[src/rtl/reg_deserializer_pkg.sv]
// Shared definitions for the universal shift register and its serial receiver.
// Latency: n/a (types and constants only).
// Backpressure: n/a.
package reg_deserializer_pkg;

    // Shift register operating modes; the receiver consumes the PUSH stream.
    typedef enum logic [1:0] {
        MODE_LOAD  = 2'd0,
        MODE_PUSH  = 2'd1,
        MODE_CYCLE = 2'd2
    } shift_mode_t;

    // Receiver frame states.
    typedef enum logic {
        RX_IDLE = 1'b0,
        RX_RECV = 1'b1
    } rx_state_t;

    // Bit order of a serial frame.
    localparam logic DIR_MSBF = 1'b0;
    localparam logic DIR_LSBF = 1'b1;

endpackage

[src/rtl/reg_deserializer_rx_hold_buf.sv]
// 1-entry holding register for assembled words, with sticky overflow and accepted-word count.
// Latency: a completed word is visible on VALID/DOUT right after the edge that presents it.
// Backpressure: a word arriving while the entry is full and RDY=0 is dropped and OVF is set.
module reg_deserializer_rx_hold_buf #(
    parameter int W    = 4,
    parameter int CNTW = 8
) (
    input  logic            CLK,
    input  logic            RST_L,
    input  logic            wr_vld,
    input  logic [W-1:0]    wr_dat,
    input  logic            RDY,
    output logic [W-1:0]    DOUT,
    output logic            VALID,
    output logic            OVF,
    output logic [CNTW-1:0] WCNT
);

    logic xfer;

    // A transfer frees the entry on the same edge, so a new word may refill it.
    assign xfer = VALID && RDY;

    // Load, drain and overflow tracking for the single entry.
    always_ff @(posedge CLK or negedge RST_L) begin
        if (!RST_L) begin
            DOUT  <= '0;
            VALID <= 1'b0;
            OVF   <= 1'b0;
            WCNT  <= '0;
        end else begin
            if (wr_vld) begin
                if (!VALID || xfer) begin
                    DOUT  <= wr_dat;
                    VALID <= 1'b1;
                    WCNT  <= WCNT + CNTW'(1);
                end else begin
                    OVF   <= 1'b1;
                end
            end else if (xfer) begin
                VALID <= 1'b0;
            end
        end
    end

endmodule

[src/rtl/reg_deserializer.sv]
// Serial receiver: rebuilds N-bit words from the shift register's PUSH-mode S_OUT stream.
// Latency: word visible on DOUT/VALID right after the edge sampling its Nth bit.
// Backpressure: 1-entry buffer; words completing while it is full and RDY=0 are dropped (OVF).
module reg_deserializer
    import reg_deserializer_pkg::*;
#(
    parameter int N    = 4,
    parameter int CNTW = 8
) (
    input  logic            CLK,
    input  logic            RST_L,
    input  logic            ENB,
    input  logic            S_IN,
    input  logic            STRB,
    input  logic            DIR,
    input  logic            RDY,
    output logic [N-1:0]    DOUT,
    output logic            VALID,
    output logic            OVF,
    output logic            FRM_ERR,
    output logic [CNTW-1:0] WCNT
);

    localparam int BW = $clog2(N + 1);
    localparam logic [BW-1:0] LAST = BW'(N - 1);

    rx_state_t    state;
    logic [BW-1:0] bit_cnt;
    logic [N-1:0]  acc;
    logic          dir_q;
    logic          word_vld;
    logic [N-1:0]  word_dat;

    // Shift one bit into the accumulator in the frame's bit order.
    function automatic logic [N-1:0] shift_in(input logic [N-1:0] a,
                                              input logic b,
                                              input logic d);
        if (d == DIR_LSBF) return {b, a[N-1:1]};
        else               return {a[N-2:0], b};
    endfunction

    // The Nth sample completes the frame; a coincident STRB is not a restart.
    assign word_vld = ENB && (state == RX_RECV) && (bit_cnt == LAST);
    assign word_dat = shift_in(acc, S_IN, dir_q);

    // Frame FSM, bit counter and accumulator; everything holds while ENB=0.
    always_ff @(posedge CLK or negedge RST_L) begin
        if (!RST_L) begin
            state   <= RX_IDLE;
            bit_cnt <= '0;
            acc     <= '0;
            dir_q   <= DIR_MSBF;
            FRM_ERR <= 1'b0;
        end else begin
            FRM_ERR <= 1'b0;
            if (ENB) begin
                case (state)
                    RX_IDLE: begin
                        if (STRB) begin
                            dir_q   <= DIR;
                            acc     <= shift_in('0, S_IN, DIR);
                            bit_cnt <= BW'(1);
                            state   <= RX_RECV;
                        end
                    end
                    RX_RECV: begin
                        if (word_vld) begin
                            acc     <= word_dat;
                            bit_cnt <= '0;
                            state   <= RX_IDLE;
                        end else if (STRB) begin
                            FRM_ERR <= 1'b1;
                            dir_q   <= DIR;
                            acc     <= shift_in('0, S_IN, DIR);
                            bit_cnt <= BW'(1);
                        end else begin
                            acc     <= word_dat;
                            bit_cnt <= bit_cnt + BW'(1);
                        end
                    end
                    default: state <= RX_IDLE;
                endcase
            end
        end
    end

    reg_deserializer_rx_hold_buf #(
        .W    (N),
        .CNTW (CNTW)
    ) u_hold (
        .CLK    (CLK),
        .RST_L  (RST_L),
        .wr_vld (word_vld),
        .wr_dat (word_dat),
        .RDY    (RDY),
        .DOUT   (DOUT),
        .VALID  (VALID),
        .OVF    (OVF),
        .WCNT   (WCNT)
    );

endmodule

[config.mk]
export PLATFORM = sky130hd
export DESIGN_NAME = reg_deserializer
export DESIGN_NICKNAME = d
export VERILOG_FILES = /design/src/rtl/reg_deserializer_pkg.sv /design/src/rtl/reg_deserializer_rx_hold_buf.sv /design/src/rtl/reg_deserializer.sv
export SDC_FILE = /design/constraint.sdc
export NUM_CORES = 1
export LEC_CHECK = 0
export ABC_AREA = 1
export CAP_MARGIN = 0
export CORE_ASPECT_RATIO = 0.7
export CORE_MARGIN = 4
export CORE_UTILIZATION = 45
export CTS_CLUSTER_DIAMETER = 80
export DETAILED_ROUTE_END_ITERATION = 16
export GPL_ROUTABILITY_DRIVEN = 0
export PLACE_DENSITY = 0.7
export SLEW_MARGIN = 20
export SYNTH_ARGS = -nofsm -noshare
export SYNTH_HDL_FRONTEND = slang
export SYNTH_SLANG_ARGS = --single-unit
[constraint.sdc]
create_clock -name CLK -period 2 [get_ports CLK]
set_input_delay 0.3 -clock CLK [delete_from_list [all_inputs] [get_ports CLK]]
set_output_delay 0.3 -clock CLK [all_outputs]
set_load 0.02 [all_outputs]
# Word-level counts from Yosys, hierarchy flattened
# Index checks and enable logic that the tools add are counted.
word_totals:
  reg_bits: 24
  input_bits: 7
  out_inout_bits: 15
op_classes:
  n_addsub: 2
  eq_ne: 4
  mux: 22
  bitwise: 2
  n_reduce_logical: 11
ops:
  columns: ["operator", "n"]
  rows:
  - ["4-bit two-way mux", 5]
  - ["1-bit two-way mux", 10]
  - ["2-bit AND reduction", 5]
  - ["3-bit two-way mux", 3]
  - ["8-bit by 1-bit adder with 8-bit output, second input constant", 1]
  - ["4-bit one-hot mux with 2 select lines", 1]
  - ["2-bit inequality test, second input constant", 3]
  - ["3-bit one-hot mux with 2 select lines", 1]
  - ["1-bit one-hot mux with 2 select lines", 2]
  - ["3-bit by 1-bit adder with 3-bit output, second input constant", 1]
  - ["3-bit by 2-bit == test with 1-bit output, second input constant", 1]
  - ["1-bit logical AND", 3]
  - ["1-bit inverter", 2]
  - ["2-bit nonzero test", 1]
  - ["1-bit zero test", 1]
  - ["1-bit logical OR", 1]

# Longest topological paths before layout
logic_depth:
  depth_word: 5
  ltp_mapped: 8
  depth_no_buf: 7

# By module
# Synthesis repeated with hierarchy kept, for this count alone.
hier_totals:
  hier_cells: 144
  area_unflattened_um2: 1191.1
by_module_without_submodules:
  columns: ["module", "instances", "cells_each", "area_per_inst_um2", "seq_area_each_um2"]
  rows:
  - ["reg_deserializer_rx_hold_buf", 1, 73, 646.9, 350.3]
  - ["reg_deserializer", 1, 71, 544.3, 250.2]

# Worst setup path before layout
# Ideal clock, no wire load.
synth_path:
  kind: "reg-to-reg"
  from: "register bit_cnt[0]"
  to: "register u_hold.DOUT[2]"
  t_arrival_ps: 1293
  required_ps: 1877
  path_slack_ps: 584
  stages_incl_launch_ff: 9
  cell_sequence: "dfrtp_1 -> ha_1 -> ha_1 -> nand3_4 -> nor2_8 -> inv_2 -> buf_6 -> nand2_1 -> o21ai_2"
synth_via:
  elab_chain_cells: 3
synth_lines:
  columns: ["item", "line", "text"]
  rows:
  - ["start: declaration", "reg_deserializer.sv:28", "logic [BW-1:0] bit_cnt;"]
  - ["start signal: assignment", "reg_deserializer.sv:78", "bit_cnt <= bit_cnt + BW'(1);"]
  - ["3-bit by 2-bit == test with 1-bit output", "reg_deserializer.sv:43", "assign word_vld = ENB && (state == RX_RECV) && (bit_cnt == LAST);"]
  - ["1-bit logical AND", "reg_deserializer.sv:43", null]
  - ["2-bit AND reduction (no line)", null, null]
  - ["end signal: assignment", "reg_deserializer_rx_hold_buf.sv:34", "DOUT <= wr_dat;"]
  - ["end: declaration", "reg_deserializer_rx_hold_buf.sv:13", "output logic [W-1:0] DOUT,"]
# No other way between the ends.
# A chain may end at the register's enable or synchronous reset.

# Final worst setup path
layout_path:
  from: "register u_hold.WCNT[4]"
  to: "output port WCNT[4]"
layout_rtl:
  columns: ["item", "line", "text"]
  rows:
  - ["start: declaration", "reg_deserializer_rx_hold_buf.sv:16", "output logic [CNTW-1:0] WCNT"]
  - ["start signal: assignment", "reg_deserializer_rx_hold_buf.sv:36", "WCNT <= WCNT + CNTW'(1);"]
  - ["end: declaration", "reg_deserializer.sv:21", "output logic [CNTW-1:0] WCNT"]
# No word-level cell between the ends.

==> flow_summary_export.csv <==
group,metric,value,unit
status,status,"completed",
timing,rsz0062_at_grt,"no",
yosys,ys_seq_area_frac,0.5101,
detailed_routing,drt_wl_total,2.379,mm
detailed_routing,ant_nets,0,
critical_path,cpPeakStageDelay,0.64,ns
critical_path,cp_num_buf_inv,1,
clock_network,worst_skew_pair.late_latency,0.27,ns
timing,tns,0,ns
timing,finalCritPeriodShare,0.8318,
power,p_sw_frac,0.3730,
yosys,synthCells,138,
place,postPlaceCellArea,1426,um2
timing,finClkSkew,0.003374,ns
critical_path,crit_chain,"clkdlybuf4s50_1",
die,placementRows,15,
power,p_clk_frac,0.190,
die,die_w,69.14,um
detailed_routing,dr_total_vias,933,
yosys,yosysMostFrequentCell,"nand2_1",
global_routing,antenna_found_initial,0,
layout,layout-drive-gt1-share,0.08589,
detailed_routing,viasPerCell,4.736,
power,peakVddDrop,0.5928,mV
global_routing,use_met1,0.2000,
layout,diodes,0,
timing,min_period,1.664,ns
yosys,yosysWarnings,0,
critical_path,cp.arrival,1.36,ns
timing,clock.fmax,0.6011,GHz
run,maxCapViolCount,0,
timing,setup_violations,0,
place,port_buffers,21,
power,p_total,1.774,mW
power,power_density,1198,nW/um2
timing,worst_pin_slew,0.3255,ns
timing,finalHoldViolCount,0,
die,coreArea,2477,um2
clock_network,cts_buffers,3,
clock_network,root_buffer,"clkbuf_8",
layout,syn_to_final_growth,25.82,%
yosys,syn_nets,148,
yosys,synth_top_cell_by_area,"dfrtp_1",
yosys,syn_avg_cell_area,8.532,um2
clock_network,clock-sinks,24,
clock_network,path_clk_slew,0.08,ns
yosys,synth_seq_cells,24,
layout,regArea,600.6,um2
clock_network,cts_setup_buffers,0,
global_routing,grt_pass1_vias,895,
power,cellLeakagePower,0.7062,nW
clock_network,tritoncts,"yes",
yosys,ys_types,24,
timing,max_slew_margin,0.7807,
layout,n_fill_cell,232,
critical_path,path_delay_family,"buffers and inverters",
layout,final_area,1481,um2
die,start_util,0.4753,
timing,whs,0.3686,ns
yosys,async_reset_ff_frac,1.000,
clock_network,holdBufCountCts,0,
place,hpwl,1.845,mm
yosys,synth.top_cells.by_count,"nand2_1 (51), dfrtp_1 (24), inv_1 (16)",
yosys,synth_area,1177,um2
power,comb_power_share,0.393,
yosys,synth_top_area_frac,0.5101,
power,switchingPower,0.6617,mW
critical_path,startpoint_type,"register",
global_routing,grt_usage,0.1539,
detailed_routing,routedWlPerCell,12.08,um
global_routing,grt_max_degree,25,
power,p_seq_frac,0.417,
yosys,synth_edf_count,0,
clock_network,cts.htree.levels,1,
critical_path,critPathKind,"reg2out",
power,p_int,1.112,mW
critical_path,slowest_stage,"clkdlybuf4s50_1",
global_routing,top_usage_layer,"met2",
die,dieArea,3512,um2
clock_network,clk_path_buf_depth,2,
layout,multi_input_area,494.2,um2
detailed_routing,drc_errors,0,
critical_path,setup.worst_path.end_class,"output pin",
global_routing,grtUsageMet2,0.2421,
yosys,yosys-top-cells-area,"dfrtp_1 (51%), nand2_1 (16%), inv_1 (5.1%)",
yosys,yosys_most_used_dff,"dfrtp_1",
global_routing,grt_pass1_wl,4.153,mm
critical_path,cp_max_fo,5,
global_routing,grt_overflow,0,
detailed_routing,drt-pass1-iter-count,5,
clock_network,cts_repair_resize_count,0,
hold_path,hp-class,"in2async",
die,num_io_pins,22,
timing,slew_violations,0,
detailed_routing,drt_iter0_markers,64,
die,die_h,50.80,um
critical_path,required,1.70,ns
layout,final_util,0.5980,
global_routing,use_met3,0.04200,
layout,nets,174,
-- registers in the layout (all words and copies together), names as in the netlist --
signal and cells:
bit_cnt 3, acc 4, u_hold.VALID 1, u_hold.WCNT 8
u_hold.OVF 1, state 1, u_hold.DOUT 4, dir_q 1
FRM_ERR 1
-- kinds of logic after synthesis --
| logic type | after synthesis | share of synthesized area |
|---|---|---|
| and+or+nand+nor | 69 | 0.2604 |
| DFF | 24 | 0.5101 |
| buffers and inverters | 20 | 0.07014 |
| AOI/OAI and AO/OA | 18 | 0.09777 |
| xor gates and xnor gates | 4 | 0.02976 |
| adders and majority gates | 3 | 0.03188 |
-- cell usage in the layout (no fill, tap or decap) --
cell type	Yosys	final
a21oi_1	1	1
nand4_1	1	1
nor2_2	1	1
buf_4	0	1
xor2_1	1	1
ha_1	3	3
o21ai_0	3	3
a31oi_1	1	1
nor2_1	4	4
nand3_1	9	9
o22ai_1	3	3
xnor2_1	3	3
o211ai_1	1	1
o21ai_1	4	4
clkbuf_8	0	4
nor2_8	1	1
nand3_4	1	1
nor3_1	1	1
clkinv_1	1	1
o21ai_2	4	4
nand2_1	51	51
clkdlybuf4s50_1	0	21
inv_1	16	16
o21bai_1	1	1
inv_2	2	2
dfrtp_1	24	24
-- stage by stage --
stage	cells	worst slack (ns)
detailed placement	193	0.2501
CTS	197	0.3254
global route	197	0.2799
global placement	193	0.3477
floorplan	138	0.5843
finish	197	0.3364
-- power groups by stage --
| stage | Sequential, mW | Combinational (mW) | Clock, mW |
|---|---|---|---|
| 2_1_floorplan | 0.837 | 0.338 | 0 |
| 3_3_place_gp | 0.748 | 0.689 | 0 |
| 3_5_place_dp | 0.752 | 0.703 | 0 |
| 4_1_cts | 0.743 | 0.708 | 0.342 |
| 5_1_grt | 0.769 | 0.775 | 0.362 |
| 6_report | 0.740 | 0.697 | 0.336 |
-- per-layer routing --
layer / up-vias / share of wire
met4: 0 / 0.021
met2: 16 / 0.44
met3: 5 / 0.036
met1: 426 / 0.50
li1: 486 / -
met5: - / 0
-- final timing paths --
kind	startpoint	endpoint	slack (ns)	cells past startpoint
max	u_hold.WCNT[4]	WCNT[4]	0.34	1
min	RST_L	u_hold.WCNT[3]	0.37	2
max reg2reg	bit_cnt[0]	u_hold.DOUT[1]	0.47	7
min reg2reg	u_hold.DOUT[3]	u_hold.DOUT[3]	0.49	2
max in group asynchronous	RST_L	u_hold.DOUT[2]	1.39	2
min in group CLK	u_hold.DOUT[3]	u_hold.DOUT[3]	0.49	2
-- cell type report --
cell class | count | area share
sequential | 24 | 0.4054
timing repair buffer | 22 | 0.1470
multi-input combinational | 94 | 0.3336
clock buffer | 4 | 0.03716
inverter | 19 | 0.04814
tap | 34 | 0.02872
No activity file was read; power rests on OpenSTA's default activity.
